**config.mk**
```make
export PLATFORM = sky130hd
export DESIGN_NAME = counter_bank
export DESIGN_NICKNAME = d
export VERILOG_FILES = /design/src/rtl/counter_bank.sv
export SDC_FILE = /design/constraint.sdc
export NUM_CORES = 1
export LEC_CHECK = 0
export BUFFER_PORTS_ARGS = -buffer_cell sky130_fd_sc_hd__buf_2
export CAP_MARGIN = 25
export CORE_MARGIN = 2
export CORE_UTILIZATION = 39
export DETAILED_ROUTE_END_ITERATION = 6
export GPL_TIMING_DRIVEN = 0
export PLACE_DENSITY = 0.59
export SLEW_MARGIN = 10
export SYNTH_ARGS = -nofsm -noshare
export SYNTH_HDL_FRONTEND = slang
export SYNTH_SLANG_ARGS = --single-unit
```
**constraint.sdc**
```tcl
create_clock -name clock -period 1.9 [get_ports clock]
set_input_delay 0.475 -clock clock [delete_from_list [all_inputs] [get_ports clock]]
set_output_delay 0.475 -clock clock [all_outputs]
set_load 0.1 [all_outputs]
```
**src/rtl/counter_bank.sv**
```systemverilog
// Bank of independent per-channel up-counters with load/clear, wrap-or-saturate and a tc pulse.
// Latency: count and tc one cycle after the sampled request; rd_val combinational. No backpressure.

module counter_chan #(
  parameter int WIDTH    = 8,
  parameter int SATURATE = 0
) (
  input  logic             clock,
  input  logic             reset,
  input  logic             clear,
  input  logic             load,
  input  logic [WIDTH-1:0] load_val,
  input  logic             inc,
  output logic [WIDTH-1:0] cnt,
  output logic             tc
);

  localparam logic [WIDTH-1:0] MAX = '1;

  always_ff @(posedge clock or posedge reset) begin
    if (reset) begin
      cnt <= '0;
      tc  <= 1'b0;
    end else begin
      tc <= 1'b0;
      if (clear) begin
        cnt <= '0;
      end else if (load) begin
        cnt <= load_val;
      end else if (inc) begin
        if (cnt != MAX) begin
          cnt <= cnt + 1'b1;
          // Saturating counters flag the edge that reaches MAX, not the ones that stick there.
          tc  <= (SATURATE != 0) && (cnt == (MAX - 1'b1));
        end else if (SATURATE == 0) begin
          cnt <= '0;
          tc  <= 1'b1;
        end
      end
    end
  end

endmodule

module counter_bank #(
  parameter int WIDTH    = 8,
  parameter int CHANNELS = 4,
  parameter int SATURATE = 0
) (
  input  logic                clock,
  input  logic                reset,
  input  logic                clear,
  input  logic [CHANNELS-1:0] inc,
  input  logic                load_en,
  input  logic [3:0]          load_chan,
  input  logic [WIDTH-1:0]    load_val,
  input  logic [3:0]          rd_chan,
  output logic [WIDTH-1:0]    rd_val,
  output logic [CHANNELS-1:0] tc
);

  logic [WIDTH-1:0] cnt [CHANNELS];

  for (genvar g = 0; g < CHANNELS; g++) begin : g_chan
    logic load_hit;
    assign load_hit = load_en && (load_chan == 4'(g));

    counter_chan #(
      .WIDTH    (WIDTH),
      .SATURATE (SATURATE)
    ) u_chan (
      .clock    (clock),
      .reset    (reset),
      .clear    (clear),
      .load     (load_hit),
      .load_val (load_val),
      .inc      (inc[g]),
      .cnt      (cnt[g]),
      .tc       (tc[g])
    );
  end

  // Unpopulated channel numbers read back as zero.
  always_comb begin
    rd_val = '0;
    for (int i = 0; i < CHANNELS; i++) begin
      if (rd_chan == 4'(i)) rd_val = cnt[i];
    end
  end

endmodule

```
Yosys cells after proc, flatten, opt, wreduce, memory -nomap -nowiden. Index checks and enable logic that the tools add are counted.

Add/sub/neg operators: 4. Eq/ne operators: 10. Reductions and logical operators: 10. Muxes and demuxes: 36.

Operators by type and width (number): $mux W8 (20); $add A8 B1 Y8 const B (4); $ne A8 B8 Y1 const B (4); $eq A4 B2 Y1 const B (4); $mux W1 (16); $reduce_bool A3 Y1 (4); $eq A4 B1 Y1 const B (2); $logic_not A4 Y1 (2); $logic_and A1 B1 Y1 (4).

Input bits: 24. Bits in registers: 36.

Depth between registers and ports, before layout.
Depth after elaboration: 5. Depth in mapped cells: 5.

By module. A second synthesis with hierarchy kept.

Cell total of the unflattened synthesis: 299. Area, all modules: 2556.2 sq um.

By module, submodules not included: counter_chan (area each 563.0 sq um, instances 4, cells each 66, sequential area each 225.2 sq um); counter_bank (area each 304.0 sq um, instances 1, cells each 35, sequential area each 0.0 sq um).

Worst setup path before layout. Ideal clock, no wire load.

Path kind: input to output. From: input port rd_chan[1]. To: output port rd_val[0]. Buffers on the path: 1. Setup slack: -0.903 ns. Cell stages on the path: 3. Data arrival time: 2.328 ns. Data required time: 1.425 ns. Cell sequence: buf_2 > mux4_2 > nor2b_1.

Cells in the longest elaborated chain, start to end: 5. Elaborated cells between the ends (all ways): 8. Those cells by class: eq/ne: 3; mux: 4; reduce/logical: 1.

RTL lines: from (decl) (line 57) `input logic [3:0] rd_chan,`; $logic_not A4 Y1 (line 87) `if (rd_chan == 4'(i)) rd_val = cnt[i];`; $mux W8 (3 in a row) (line 87); $mux W8 * (line 87); to (decl) (line 58) `output logic [WIDTH-1:0] rd_val,`.

Mark *: on every way between the ends. The rest lies on a longest branch, timed or not.

Final worst setup path.
From: register g_chan[3].u_chan.cnt[5]. To: output port rd_val[5].

Cells in the longest elaborated chain, start to end: 1.

RTL lines: from (decl) (line 14) `output logic [WIDTH-1:0] cnt,`; from (signal assigned) (line 29) `cnt <= load_val;`; from (signal assigned) (line 32) `cnt <= cnt + 1'b1;`; $mux W8 (line 87).

No other way between the ends.

==> impl_metrics.py <==
metrics = {
    "clock_network": {
        "ctsLongestPathBuffers": 2,
        "clk_pin_slew_ns": 0.08,
        "cts_root_buf": "clkbuf_8",
        "cts_tree": "built",
        "clock-sinks": 36,
        "cts_made_buffers": 5,
        "htreeDepth": 2,
        "clkLatencyLatePin_ns": 0.29,
    },
    "floorplan": {
        "row_count": 29,
        "fp.dieH_um": 83.9,
        "fp.coreArea_mm2": 0.00628,
        "start_util_pct": 39.7,
        "io_pins": 36,
        "die-width_um": 83.9,
        "die_area_mm2": 0.00704,
    },
    "sta": {
        "final_hold_viol_count": 0,
        "whs_ns": 0.109,
        "clock.fmax_mhz": 502,
        "fin_setup_tns_ns": -0.542,
        "setup_viol": 8,
        "fin_skew_ns": 0.00501,
        "setup_ws_ns": -0.0914,
        "slew-limit-headroom_pct": 62.1,
        "worst_pin_slew_ns": 0.569,
        "min_period_over_period_pct": 105,
        "period_needed_ns": 1.99,
        "maxSlewViolCount": 0,
        "rsz0062_at_grt": "true",
    },
    "synth": {
        "synth_top_area_share_pct": 36.2,
        "syn_inst": 261,
        "synth_nets": 289,
        "ys_ff_latch": 36,
        "ys.warnings.count": 0,
        "synth_area_leaders": "dfrtp_1 36%, a211oi_1 6.6%, mux4_2 6.3%, nor2_1 4.7%, xor2_1 3.5%",
        "synth_area_mm2": 0.00249,
        "synth_ff_type": "dfrtp_1",
        "ys_seq_area_share_pct": 36.2,
        "synth-edff-count": 0,
        "synth_area_leader_cell": "dfrtp_1",
        "async_flop_share_pct": 100,
        "synth_cell_types": 54,
        "syn_area_per_cell_um2": 9.54,
    },
    "drt": {
        "drtPass1Iterations": 5,
        "vias": 2401,
        "ant_nets": 0,
        "viasPerCell": 5.87,
        "drc": 0,
        "avgRoutedWirePerCell_um": 18.7,
        "routed_wirelength_um": 7650,
        "drtIter0Drc": 137,
    },
    "critical_path": {
        "r2r-end": "g_chan[1].u_chan.cnt[3]$_DFFE_PP0P_",
        "endpoint": "rd_val[5]",
        "critical_path_arrival_ns": 1.52,
        "r2r_slack_ns": 0.17,
        "cp_max_fo": 2,
        "worst_setup_path_end_kind": "output pin",
        "cp_data_required_time_ns": 1.42,
        "reg2reg_depth": 6,
        "cp-start-kind": "flop",
        "reg2reg_from": "g_chan[1].u_chan.cnt[0]$_DFFE_PP0P_",
        "setup.worst_path.class": "reg -> out",
        "critPathLaunch": "g_chan[3].u_chan.cnt[5]$_DFFE_PP0P_",
    },
    "power": {
        "power_per_cell_area_mw_per_mm2": 523,
        "ir_worst_vdd_mv": 0.289,
        "p_leak_nw": 1.40,
    },
    "layout": {
        "final_nets": 359,
        "n_fill_cell": 592,
        "area_growth_pct": 34.1,
        "stdcell_area_mm2": 0.00334,
        "final_cells": 409,
        "antenna_cells": 0,
        "drive_gt1_share_pct": 38.6,
    },
    "status": {
        "violations": "setup timing",
        "outcome": "finished, violations left",
    },
    "global_route": {
        "grt_max_degree": 27,
        "grt_overflow_total": 0,
        "grtUsageTotal_pct": 22.8,
        "grt_pass1_vias": 2235,
        "antenna_found_initial": 0,
        "grt_pass1_wl_um": 12400,
    },
    "placement": {
        "place_area_mm2": 0.00286,
        "dp_hpwl_um": 5290,
        "pre_cts_ws_ns": -0.102,
        "gp_congestion": 0.829,
        "portBuffers": 30,
        "dp.cells": 369,
    },
    "flow_run": {
        "drv_cap": 0,
    },
    "min_path": {
        "worst_hold_path_type": "in -> async",
    },
}
per-layer routing:
layer  up-vias  GRT usage [%]  share of wire [%]
met4         0           6.16                1.4
li1       1118              -                  -
met2       104           35.8                 47
met5         -              0                  0
met1      1169           32.0                 45
met3        10           4.55                6.8
worst max-delay path: stages, from the launching register on:
cell and delay (ns):
dfrtp_2 0.43, mux4_2 0.49, nor2b_4 0.15, buf_12 0.16
cell usage in the layout (no fill, tap or decap), types with 2 or more instances in the layout:
master / synthesis / routed
buf_4: 5 / 37
nor2_1: 31 / 31
buf_2: 6 / 26
a211oi_1: 22 / 22
nand2_1: 19 / 19
dfrtp_1: 36 / 19
dfrtp_2: 0 / 17
buf_12: 0 / 12
nand4_1: 11 / 11
xor2_1: 10 / 10
nand3_1: 9 / 9
o21ai_0: 9 / 9
clkbuf_8: 3 / 9
a21oi_1: 8 / 8
mux4_2: 7 / 8
nor2b_4: 0 / 8
and3_1: 7 / 6
inv_1: 7 / 6
a31oi_1: 5 / 5
xnor2_1: 5 / 5
clkbuf_1: 2 / 4
a311oi_1: 4 / 4
mux2i_1: 4 / 4
ha_1: 4 / 4
o21a_1: 2 / 2
nand3b_1: 2 / 2
nor4_1: 2 / 2
and4_1: 2 / 2
a2111oi_0: 2 / 2
or3_1: 2 / 2
area by class of cell:
cell class | count | area [µm²] | share of cell area (%)
Buffer | 17 | 166 | 4.99
Clock buffer | 8 | 90.1 | 2.70
Inverter | 7 | 26.3 | 0.787
Multi-Input combinational cell | 201 | 1510 | 45.1
Sequential cell | 36 | 922 | 27.6
Tap cell | 77 | 96.3 | 2.89
Timing Repair Buffer | 63 | 531 | 15.9
report_power, final:
part           total [W]  switching (W)  internal, W  leakage (nW)
Clock           0.000586       0.000290     0.000296        0.0455
Sequential      0.000817      0.0000231     0.000794         0.467
Combinational   0.000344       0.000188     0.000155         0.884
Total            0.00175       0.000501      0.00125          1.40
cell usage after synthesis, types with 5 or more instances:
cell type and number:
nor2b_1 8, inv_1 7, a21oi_1 8, o21ai_0 9, nor2_1 31, a31oi_1 5
dfrtp_1 36, and3_1 7, xnor2_1 5, nand4_1 11, xor2_1 10, buf_2 6
buf_4 5, a211oi_1 22, nand3_1 9, nand2_1 19, mux4_2 7
state kept, by name, indices dropped and copies added (netlist names):
signal and flops:
g_chan.u_chan.cnt 32, g_chan.u_chan.tc 4
metrics by stage:
step	total power [W]	utilization (%)
after global placement	0.00111	45.3
after global routing	0.00182	53.2
after detailed placement	0.00112	45.6
final	0.00175	53.2
after floorplan	0.00102	-
after CTS	0.00175	52.7
how the worst min path moves through the flow:
stage / startpoint / end / slack, ns / depth (start not counted)
after floorplan: clear / g_chan[3].u_chan.tc$_DFF_PP0_ / 0.55 / 1
after global placement: g_chan[2].u_chan.cnt[6]$_DFFE_PP0P_ / g_chan[2].u_chan.cnt[6]$_DFFE_PP0P_ / 0.61 / 2
after detailed placement: reset / g_chan[0].u_chan.cnt[7]$_DFFE_PP0P_ / 0.43 / 2
after CTS: reset / g_chan[3].u_chan.tc$_DFF_PP0_ / 0.12 / 2
after global routing: reset / g_chan[0].u_chan.cnt[7]$_DFFE_PP0P_ / 0.12 / 2
final: reset / g_chan[3].u_chan.tc$_DFF_PP0_ / 0.11 / 2
kinds of logic after synthesis:
kind of cell    Yosys count  share of synthesized area [%]
flops                    36                           36.2
compound gates           63                           18.0
buf+inv                  24                           5.88
fa+ha+maj                 4                           2.01
mux                      13                           9.45
simple gates            106                           23.2
xor+xnor                 15                           5.28
timing repair:
action / 4_1_cts / 5_1_grt
setup endpoints to repair: 8 / 10
hold buffers: 0 / 0
pin swaps: 0 / 1
resized for setup: 49 / 3
setup buffers: 29 / 3
gates cloned: 0 / 0
Power figures use the tool's default switching activity.
